[config.mk]
export PLATFORM = sky130hd
export DESIGN_NAME = ramb16_s1_s18_bitpack_ctrl
export DESIGN_NICKNAME = d
export VERILOG_FILES = /design/src/rtl/ramb16_s1_s18_bitpack_ctrl.sv
export SDC_FILE = /design/constraint.sdc
export NUM_CORES = 1
export LEC_CHECK = 0
export CORE_MARGIN = 1
export CORE_UTILIZATION = 51
export CTS_CLUSTER_DIAMETER = 120
export DETAILED_ROUTE_END_ITERATION = 6
export GPL_ROUTABILITY_DRIVEN = 1
export PLACE_DENSITY = 0.92
export SKIP_LAST_GASP = 1
export SLEW_MARGIN = 15
export SYNTH_ARGS = -nofsm -noshare
export SYNTH_HDL_FRONTEND = slang
export SYNTH_SLANG_ARGS = --single-unit
[constraint.sdc]
create_clock -name CLK -period 7 [get_ports CLK]
set_input_delay 1.4 -clock CLK [delete_from_list [all_inputs] [get_ports CLK]]
set_output_delay 1.4 -clock CLK [all_outputs]
set_load 0.05 [all_outputs]
[src/rtl/ramb16_s1_s18_bitpack_ctrl.sv]
// Bit-serial to 16-bit word packer using an external S1/S18 block RAM as a 16384-bit ring buffer.
// Optional macro RS1S18_LEVEL_EN adds a registered LEVEL output.
module ramb16_s1_s18_bitpack_ctrl #(
  parameter int AFULL_BITS = 16320
) (
  input  logic        CLK,
  input  logic        RST_N,
  input  logic        FLUSH,
  input  logic        IN_BIT,
  input  logic        IN_VALID,
  output logic        IN_READY,
  output logic        IN_AFULL,
  output logic [15:0] OUT_DATA,
  output logic        OUT_VALID,
  input  logic        OUT_READY,
  output logic [13:0] RAM_ADDRA,
  output logic        RAM_DIA,
  output logic        RAM_ENA,
  output logic        RAM_WEA,
  output logic [9:0]  RAM_ADDRB,
  output logic        RAM_ENB,
  input  logic [15:0] RAM_DOB
`ifdef RS1S18_LEVEL_EN
  ,
  output logic [14:0] LEVEL
`endif
);

  typedef enum logic {IDLE, PRESENT} state_t;

  localparam logic [15:0] AFULL_W = 16'(AFULL_BITS);

  state_t      state_q, state_d;
  logic [14:0] wptr_q, wptr_d;
  logic [10:0] rptr_q, rptr_d;
  logic        afull_q;
  logic [14:0] level, level_d;
  logic [10:0] rptr_inc;
  logic        wr, pop;

  assign level    = wptr_q - {rptr_q, 4'b0000};
  assign rptr_inc = rptr_q + 11'd1;
  assign IN_READY = (level != 15'h4000) && !FLUSH;
  // Gate with RST_N so the RAM sees no write strobe while reset is held.
  assign wr       = IN_VALID && IN_READY && RST_N;

  assign RAM_ENA   = wr;
  assign RAM_WEA   = wr;
  assign RAM_ADDRA = wptr_q[13:0];
  assign RAM_DIA   = IN_BIT;
  assign OUT_DATA  = RAM_DOB;
  assign IN_AFULL  = afull_q;

  always_comb begin
    state_d   = state_q;
    OUT_VALID = 1'b0;
    RAM_ENB   = 1'b0;
    RAM_ADDRB = rptr_q[9:0];
    pop       = 1'b0;
    case (state_q)
      IDLE: begin
        if (wptr_q[14:4] != rptr_q && !FLUSH) begin
          RAM_ENB = 1'b1;
          state_d = PRESENT;
        end
      end
      PRESENT: begin
        OUT_VALID = 1'b1;
        // Without a pop, ENB stays low so DOB keeps presenting the same word.
        if (OUT_READY && !FLUSH) begin
          pop = 1'b1;
          if (wptr_q[14:4] != rptr_inc) begin
            RAM_ENB   = 1'b1;
            RAM_ADDRB = rptr_inc[9:0];
          end else begin
            state_d = IDLE;
          end
        end
      end
      default: state_d = IDLE;
    endcase
    if (FLUSH) state_d = IDLE;
  end

  always_comb begin
    wptr_d  = FLUSH ? 15'd0 : wptr_q + {14'd0, wr};
    rptr_d  = FLUSH ? 11'd0 : rptr_q + {10'd0, pop};
    level_d = wptr_d - {rptr_d, 4'b0000};
  end

  always_ff @(posedge CLK or negedge RST_N) begin
    if (!RST_N) begin
      state_q <= IDLE;
      wptr_q  <= '0;
      rptr_q  <= '0;
      afull_q <= 1'b0;
    end else begin
      state_q <= state_d;
      wptr_q  <= wptr_d;
      rptr_q  <= rptr_d;
      afull_q <= ({1'b0, level_d} >= AFULL_W);
    end
  end

`ifdef RS1S18_LEVEL_EN
  logic [14:0] level_q;
  always_ff @(posedge CLK or negedge RST_N) begin
    if (!RST_N) level_q <= '0;
    else        level_q <= level_d;
  end
  assign LEVEL = level_q;
`endif

endmodule

-- Word level (Yosys, flattened, before mapping)
Cells that the tools add are included.
- add/sub/neg operators: 5
- order comparisons: 1
- equality and inequality tests: 3
- muxes and demuxes: 15
- bitwise operators: 1
- reductions and logical operators: 6
- operator list (operator ; count):
    $mux W10 ; 3
    $sub A15 B15 Y15 ; 2
    $ne A11 B11 Y1 ; 2
    $add A15 B1 Y15 ; 1
    $ge A15 B14 Y1 const B ; 1
    $mux W15 ; 1
    $ne A15 B15 Y1 const B ; 1
    $add A11 B1 Y11 ; 1
    $add A11 B1 Y11 const B ; 1
    $mux W11 ; 1
    $mux W1 ; 8
    $logic_and A1 B1 Y1 ; 5
    $pmux W1 S2 ; 2
    $logic_not A1 Y1 ; 1
    $not A1 Y1 ; 1
- bits in registers: 28
- input port bits: 22
- output and inout bits: 47
- logic and storage cells: 35

-- Depth between registers and ports, before layout
Gate-level depths: netlist of the first run.
- depth after elaboration: 9
- gate-level depth with buffers: 25

-- Worst setup path after synthesis of the first run
OpenSTA, ideal clock, no wires.
- path type: reg2reg
- from: register rptr_q[1]
- to: register afull_q, in the netlist IN_AFULL
- data arrival time: 6043 ps
- slack: 871 ps
- cell stages (with the launch flop): 24
- cell sequence: dfrtp_1 > inv_1 > ha_1 > nor2b_1 > o211ai_1 > a21boi_0 > or3b_2 > o2111ai_1 > a311oi_1 > nor3_1 > ha_1 > ha_1 > and3_1 > nand3_1 > or3_1 > a21oi_1 > ha_1 > a21o_1 > a21o_1 > a21oi_1 > o31ai_1 > inv_1 > mux2_2 > o211ai_1
- longest elaborated chain between the ends: 9
- elaborated cells between the ends (all ways): 11
- classes of those cells: 4 x add/sub; 1 x order compare; 1 x eq/ne; 2 x mux; 3 x reduce/logical
- ends and longest elaborated chain (item ; RTL line ; text):
    start: declaration ; 35 ; logic [10:0] rptr_q, rptr_d;
    start signal: assignment ; 100 ; rptr_q <= rptr_d;
    $sub A15 B15 Y15 ; 41 ; assign level = wptr_q - {rptr_q, 4'b0000};
    $ne A15 B15 Y1 ; 43 ; assign IN_READY = (level != 15'h4000) && !FLUSH;
    $logic_and A1 B1 Y1 ; 43 ;
    $logic_and A1 B1 Y1 (2 in series) ; 45 ; assign wr = IN_VALID && IN_READY && RST_N;
    named net RAM_ENA ; 18 ; output logic RAM_ENA,
    $add A15 B1 Y15 ; 86 ; wptr_d = FLUSH ? 15'd0 : wptr_q + {14'd0, wr};
    $mux W15 ; 86 ;
    named net wptr_d[10] ; 34 ; logic [14:0] wptr_q, wptr_d;
    $sub A15 B15 Y15 ; 88 ; level_d = wptr_d - {rptr_d, 4'b0000};
    $ge A15 B14 Y1 ; 101 ; afull_q <= ({1'b0, level_d} >= AFULL_W);
    end signal: assignment ; 101 ;
    end: declaration ; 36 ; logic afull_q;
The timed path passes the listed nets, and every way through them passes these cells.

-- Worst setup path in the final report of the first run
- from: register rptr_q[1]
- to: register afull_q, in the netlist IN_AFULL
- longest elaborated chain between the ends: 9
- elaborated cells between the ends (all ways): 11
- classes of those cells: 4 x add/sub; 1 x order compare; 1 x eq/ne; 2 x mux; 3 x reduce/logical
- ends and longest elaborated chain (item ; RTL line):
    $sub A15 B15 Y15 ; 41
    $ne A15 B15 Y1 ; 43
    $logic_and A1 B1 Y1 ; 43
    $logic_and A1 B1 Y1 (2 in series) ; 45
    $add A15 B1 Y15 ; 86
    $mux W15 ; 86
    named net wptr_d[8] ; 34
    $sub A15 B15 Y15 ; 88
    $ge A15 B14 Y1 ; 101
The timed path passes the listed nets, and every way through them passes these cells.

==> results of run 1 <==
==> power groups by stage <==
stage	Combinational, mW	Clock, mW	Sequential, mW
6_report	0.0183	0.0983	0.163
5_1_grt	0.0203	0.105	0.163
4_1_cts	0.0186	0.0984	0.162
3_5_place_dp	0.0186	0	0.166
3_3_place_gp	0.0184	0	0.166
2_1_floorplan	0.0360	0	0.166
==> registers in the layout (all words and copies together), names as in the netlist <==
name	flops
wptr_q	15
rptr_q	11
IN_AFULL	1
state_q	1
==> through the flow <==
| step | worst slack [ns] | hold WS (ns) | area (µm²) | cells | utilization (%) |
|---|---|---|---|---|---|
| after detailed placement | 1.28 | 0.613 | 3110 | 424 | 56.2 |
| after global routing | 0.774 | 0.683 | 3170 | 428 | 57.2 |
| after global placement | 1.51 | 0.603 | 3110 | 424 | 56.2 |
| after floorplan | 0.871 | 0.558 | 2950 | 358 | - |
| final | 1.12 | 0.629 | 3170 | 428 | 57.2 |
| after CTS | 1.20 | 0.628 | 3170 | 428 | 57.2 |
==> worst max-delay path: stages, from the launching register on <==
cell       delay, ns
dfrtp_1         0.49
inv_1           0.07
ha_1            0.30
nor2b_1         0.16
o211ai_1        0.36
a21boi_0        0.25
or3b_2          0.48
o2111ai_1       0.11
a311oi_1        0.11
nor3_1          0.34
ha_1            0.28
ha_1            0.20
and3_1          0.20
nand3_1         0.25
or3_1           0.39
a21oi_1         0.19
ha_1            0.29
o21ai_0         0.28
a21boi_0        0.13
o22ai_1         0.20
xnor2_1         0.14
nand4b_1        0.14
mux2_2          0.29
o211ai_1        0.15
==> Yosys cell counts, types with 4 or more instances <==
master / instances
and3_1: 5
xor2_1: 14
o21ai_0: 8
nor3_1: 12
buf_4: 33
nor2_1: 25
xnor2_1: 31
a21o_1: 4
inv_1: 29
mux2_2: 4
nor2b_1: 8
a21oi_1: 12
clkbuf_1: 4
or3_1: 5
nand2_1: 19
dfrtp_1: 28
nand3_1: 16
or2_2: 8
nor4_1: 8
ha_1: 25
nand4_1: 9
==> layout by cell type, fill, tap and decap left out, types with 3 or more instances in the layout <==
master / netlist / routed
or2_2: 8 / 8
dfrtp_1: 28 / 28
clkbuf_8: 0 / 4
nand4_1: 9 / 9
mux2_2: 4 / 4
xnor2_1: 31 / 31
o21ai_0: 8 / 8
nor2b_1: 8 / 8
ha_1: 25 / 25
clkdlybuf4s50_1: 0 / 34
inv_1: 29 / 29
a21o_1: 4 / 4
o21a_1: 3 / 3
a211oi_1: 3 / 3
nand3_1: 16 / 16
a21oi_1: 12 / 12
nor3_1: 12 / 12
or3_1: 5 / 5
xor2_1: 14 / 14
o211ai_1: 3 / 3
nor2_1: 25 / 25
nand2_1: 19 / 19
and3_1: 5 / 5
nor4_1: 8 / 8
==> metal layers <==
layer  global-route usage (%)  share of wire [%]
met1                     28.5                 42
met2                     40.9                 50
met3                     2.67                5.3
met4                     11.3                2.9
met5                        0                  0
==> area by class of cell <==
type / instances / area, µm² / area share (%)
multi-input cells: 259 / 1860 / 58.6
flip-flops and latches: 28 / 701 / 22.1
repair buffers: 36 / 355 / 11.2
inverters: 29 / 109 / 3.44
well taps: 72 / 90.1 / 2.84
clock buffers: 4 / 55.1 / 1.74
==> worst max path at each step <==
stage | from | endpoint | slack, ns | depth (start not counted)
2_1_floorplan | rptr_q[1]$_DFF_PN0_ | IN_AFULL$_DFF_PN0_ | 0.87 | 23
3_3_place_gp | RST_N | IN_AFULL$_DFF_PN0_ | 1.51 | 18
3_5_place_dp | rptr_q[1]$_DFF_PN0_ | IN_AFULL$_DFF_PN0_ | 1.28 | 23
4_1_cts | rptr_q[1]$_DFF_PN0_ | IN_AFULL$_DFF_PN0_ | 1.20 | 23
5_1_grt | rptr_q[1]$_DFF_PN0_ | IN_AFULL$_DFF_PN0_ | 0.77 | 23
6_report | rptr_q[1]$_DFF_PN0_ | IN_AFULL$_DFF_PN0_ | 1.12 | 23
==> kinds of logic after synthesis <==
family                   after synthesis
buffers and inverters                 71
adder cells (fa/ha/maj)               25
multiplexers                           4
AND/OR/NAND/NOR                      129
flip-flops                            28
AO/OA/AOI/OAI                         55
XOR/XNOR                              46
==> out/results.ini, run 1 <==
[outcome]
outcome = completed

[sta]
slew_viol_final = 0
skew_ns = 0.00209
worst_pin_slew_ns = 0.575
rsz0062_at_grt = no
finalHoldViolations = 0
setup_violations = 0
fin_tns_setup_ns = 0
fin_crit_sh_pct = 83.9
period_needed_ns = 5.88
max-slew-margin-rel_pct = 61.5
fmax_mhz = 170

[setup_path]
path_max_fanout = 9
required_ns = 7.20
r2r_slack_ns = 1.12
r2r_start = rptr_q[1]$_DFF_PN0_
endpoint_kind = flip-flop
reg2reg_depth = 23
worstPathArrival_ns = 6.07
rr_endpoint = IN_AFULL$_DFF_PN0_
startpoint_type = flip-flop
crit_type = reg -> reg

[yosys]
synth_fa_ha_area_share_pct = 10.6
synth_top_area_cell = dfrtp_1
syn-num-nets = 405
synth_area_leaders = dfrtp_1, ha_1, xnor2_1
synth-edff-count = 0
synthFlopType = dfrtp_1
synthArstFlopShare_pct = 100
yosysSeqAreaShare_pct = 23.7
synth_cell_types = 56
synth_xor_area_share_pct = 13.9
synth_top_family_by_area = simple AND/OR/NAND/NOR gates
muxShareOfSynthArea_pct = 1.53
ys_ff_latch = 28
syn-cell-area_um2 = 2950
syn_inst = 358
synth_compound_area_share_pct = 13.2
yosysWarnings = 0
syn_avg_cell_area_um2 = 8.25
synth_top_area_share_pct = 23.7
synthSimpleGateAreaFrac_pct = 23.7

[power]
max-vdd-ir-drop_mv = 0.0619
p_sw_mw = 0.0603
cellPowerDensity_nw_per_um2 = 88.1
pwr-share-comb_pct = 6.6
leakage_nw = 1.38
p_seq_share_pct = 58.2
power_mw = 0.279
swShare_pct = 21.6
p_int_mw = 0.219
clockPowerShare_pct = 35.2

[worst_hold_path]
holdPathEnd = state_q$_DFF_PN0_
hold_start = state_q$_DFF_PN0_
holdPathStages = 2
hold_path.class = reg -> reg

[drt]
wirelength_um = 6750
via_per_inst = 5.95
vias = 2547
first_pass_iters = 4
antenna_left = 0
wl_per_cell_um = 15.8
drtIter0Drc = 193
remaining_drc_errors = 0

[floorplanning]
row_count = 27
dieArea_um2 = 6100
core_um2 = 5540
die-width_um = 78.1
io_pins = 69
die_h_um = 78.1
start_util_pct = 53.3

[clock_tree]
cts_resized = 0
post_cts_buffers = 0
path_clk_slew_ns = 0.09
hold_buffers = 0
clock_latency_ns = 0.27
cts_buffer_depth = 2
cts_buffers = 3
clkSinkCount = 28
htree_levels = 1
cts_tree = built
clock-root-buffer = clkbuf_8

[grt]
overflow = 0
grt_pass1_vias = 2487
grt.total_usage_pct = 23.4
antenna_found_initial = 0
grt_pass1_wl_um = 11300
grt_max_degree = 32

[placement]
portBuffers = 34
dpl.hpwl_um = 5290
gp_congestion = 0.965

[finish]
num_antenna_cells = 0
nFillCells = 471
synthToLayoutAreaGrowth_pct = 7.29
layout.nets = 404
drive_above_1_share_pct = 7.02

[run]
maxCapViolCount = 0

(Power assumes the default switching activity.)
==> run 2: changes to the inputs <==
--- a/config.mk
+++ b/config.mk
@@ -6,11 +6,11 @@
 export NUM_CORES = 1
 export LEC_CHECK = 0
 export CORE_MARGIN = 1
-export CORE_UTILIZATION = 51
+export CORE_UTILIZATION = 46
 export CTS_CLUSTER_DIAMETER = 120
 export DETAILED_ROUTE_END_ITERATION = 6
 export GPL_ROUTABILITY_DRIVEN = 1
-export PLACE_DENSITY = 0.92
+export PLACE_DENSITY = 0.88
 export SKIP_LAST_GASP = 1
 export SLEW_MARGIN = 15
 export SYNTH_ARGS = -nofsm -noshare
==> constraint.sdc (replaced) <==
create_clock -name CLK -period 5.26 [get_ports CLK]
set_input_delay 1.052 -clock CLK [delete_from_list [all_inputs] [get_ports CLK]]
set_output_delay 1.052 -clock CLK [all_outputs]
set_load 0.05 [all_outputs]
==> run 2 against run 1 <==
  * Non-clock buffer count up 29
  * Register-to-register slack worse by 1.1 ns
  * Global-route usage up 0.80 points
  * Worst hold slack better by 0.0095 ns
==> out/results.ini, run 2 (synthesis gave the netlist of run 1 again) <==
[floorplanning]
die_h_um = 82.1  ; +5.2%
row_count = 28  ; +3.7%
core_um2 = 6060  ; +9.4%
dieArea_um2 = 6740  ; +11%
io_pins = 69  ; unchanged
start_util_pct = 48.7  ; -4.6 points
die-width_um = 82.1  ; +5.2%

[setup_path]
required_ns = 5.46  ; -1.74 ns
cp_top_family = simple AND/OR/NAND/NOR gates
r2r_slack_ns = 0.07  ; -1.05 ns
startpoint_type = flip-flop
crit_buf_inv = 3  ; +2
slowest_stage = or4_4
crit_type = reg -> reg
r2r_start = rptr_q[1]$_DFF_PN0_
reg2reg_depth = 25  ; +8.7%
path_max_fanout = 4  ; -5
worstPathArrival_ns = 5.38  ; -0.69 ns
crit_end = IN_AFULL$_DFF_PN0_
rr_endpoint = IN_AFULL$_DFF_PN0_
worstSetupStartpoint = rptr_q[1]$_DFF_PN0_
slowest_delay_ns = 0.53  ; +0.04 ns
endpoint_kind = flip-flop
path_depth = 25  ; +8.7%

[worst_hold_path]
hold_path.class = reg -> reg

[drt]
via_per_inst = 6.00  ; +0.90%
first_pass_iters = 5  ; +1
wirelength_um = 8740  ; +30%
wl_per_cell_um = 19.0  ; +21%
drtIter0Drc = 299  ; +55%
remaining_drc_errors = 0  ; unchanged
vias = 2762  ; +8.4%
antenna_left = 0  ; unchanged

[placement]
pre_cts_ws_ns = -0.191  ; -1.47 ns
portBuffers = 34  ; unchanged
gp_congestion = 1.04  ; +7.5%
dp_cells = 447  ; +5.4%
place_area_um2 = 3280  ; +5.4%
dpl.hpwl_um = 6070  ; +15%

[sta]
setup_violations = 0  ; unchanged
period_needed_ns = 5.19  ; -0.687 ns
slew_viol_final = 0  ; unchanged
setup_slack_ns = 0.0714  ; -1.05 ns
worst_pin_slew_ns = 0.528  ; -0.0474 ns
finalHoldViolations = 0  ; unchanged
skew_ns = 0.00847  ; +0.00638 ns
fin_crit_sh_pct = 98.6  ; +15 points
fmax_mhz = 193  ; +13%
max-slew-margin-rel_pct = 64.7  ; +3.2 points

[grt]
grt_max_degree = 30  ; -6.3%
met1_usage_pct = 30.9  ; +2.3 points
grt_pass1_vias = 2583  ; +3.9%
busiest_layer = met2
grtUsageMet2_pct = 43.1  ; +2.2 points
overflow = 0  ; unchanged
antenna_found_initial = 0  ; unchanged
grt.total_usage_pct = 24.2  ; +0.80 points
grtUsageMet3_pct = 1.87  ; -0.81 points
grt_pass1_wl_um = 12400  ; +9.8%

[clock_tree]
path_clk_slew_ns = 0.10  ; about the same
htree_levels = 1  ; unchanged
cts_buffer_depth = 2  ; unchanged
cts_tree = built
clkSinkCount = 28  ; unchanged
cts_buffers = 3  ; unchanged
clock_latency_ns = 0.28  ; about the same
clock-root-buffer = clkbuf_8

[finish]
synthToLayoutAreaGrowth_pct = 23.6
drive_above_1_share_pct = 23.4  ; +16 points
num_antenna_cells = 0  ; unchanged
final_cell_mix = buf_4, clkdlybuf4s50_1, xnor2_1, inv_1, dfrtp_1
regMostFlops = wptr_q
final_common_cell = buf_4
largestRegisters = wptr_q: 15 flops, rptr_q: 11 flops
layout.nets = 433  ; +7.2%
largest_reg_flops = 15  ; unchanged
fin_cells = 460  ; +7.5%
final_area_um2 = 3650  ; +15%

[power]
max-vdd-ir-drop_mv = 0.0941  ; +52%
leakage_nw = 1.57  ; +14%
cellPowerDensity_nw_per_um2 = 114  ; +30%

[outcome]
outcome = completed

[run]
maxCapViolCount = 0  ; unchanged

==> run 2: worst min-delay path by stage <==
stage                        start                  end  slack [ns]  cells past startpoint
6_report         state_q$_DFF_PN0_    state_q$_DFF_PN0_        0.64                      2
5_1_grt          state_q$_DFF_PN0_    state_q$_DFF_PN0_        0.68                      2
4_1_cts        wptr_q[3]$_DFF_PN0_  wptr_q[3]$_DFF_PN0_        0.64                      2
3_5_place_dp   wptr_q[3]$_DFF_PN0_  wptr_q[3]$_DFF_PN0_        0.61                      2
3_3_place_gp     state_q$_DFF_PN0_    state_q$_DFF_PN0_        0.60                      2
2_1_floorplan  wptr_q[3]$_DFF_PN0_  wptr_q[3]$_DFF_PN0_        0.56                      2
==> run 2: metrics by stage <==
stage	setup TNS (ns)	total power [mW]	hold WS [ns]	utilization, %
final	0	0.418	0.638	60.2
after detailed placement	-0.191	0.248	0.613	54.1
after global routing	-0.131	0.428	0.676	60.2
after CTS	0	0.415	0.641	55.6
after floorplan	0	0.269	0.558	-
after global placement	0	0.247	0.603	54.1
==> run 2: report_power, final <==
part | switching [mW] | leakage [nW] | internal [mW]
Combinational | 0.0188 | 1.15 | 0.0101
Sequential | 0.00110 | 0.388 | 0.216
Clock | 0.0699 | 0.0357 | 0.102
==> run 2: metal layers <==
| metal | part of all wire [%] | vias to the layer above |
|---|---|---|
| li1 | - | 1288 |
| met1 | 39 | 1297 |
| met2 | 50 | 155 |
| met3 | 8.4 | 22 |
| met4 | 2.9 | 0 |
| met5 | 0 | - |
==> run 2: worst min-delay path: stages (launching register included) <==
cell and delay, ns:
dfrtp_1 0.38, nor3_1 0.07, a21o_1 0.15
==> run 2: area by class of cell <==
class,count,area (µm²)
inverters,29,109
flip-flops and latches,28,703
fillers,469,2410
repair buffers,65,568
clock inverters,1,30.0
clock buffers,3,41.3
multi-input cells,259,2100
well taps,75,93.8
==> run 2: timing repair <==
item	CTS	global route
hold endpoints to repair	0	0
cloned	0	0
gates resized for setup	4	46
hold buffers	0	0
buffers inserted	1	9
pin swaps	1	32
setup endpoints to repair	1	1
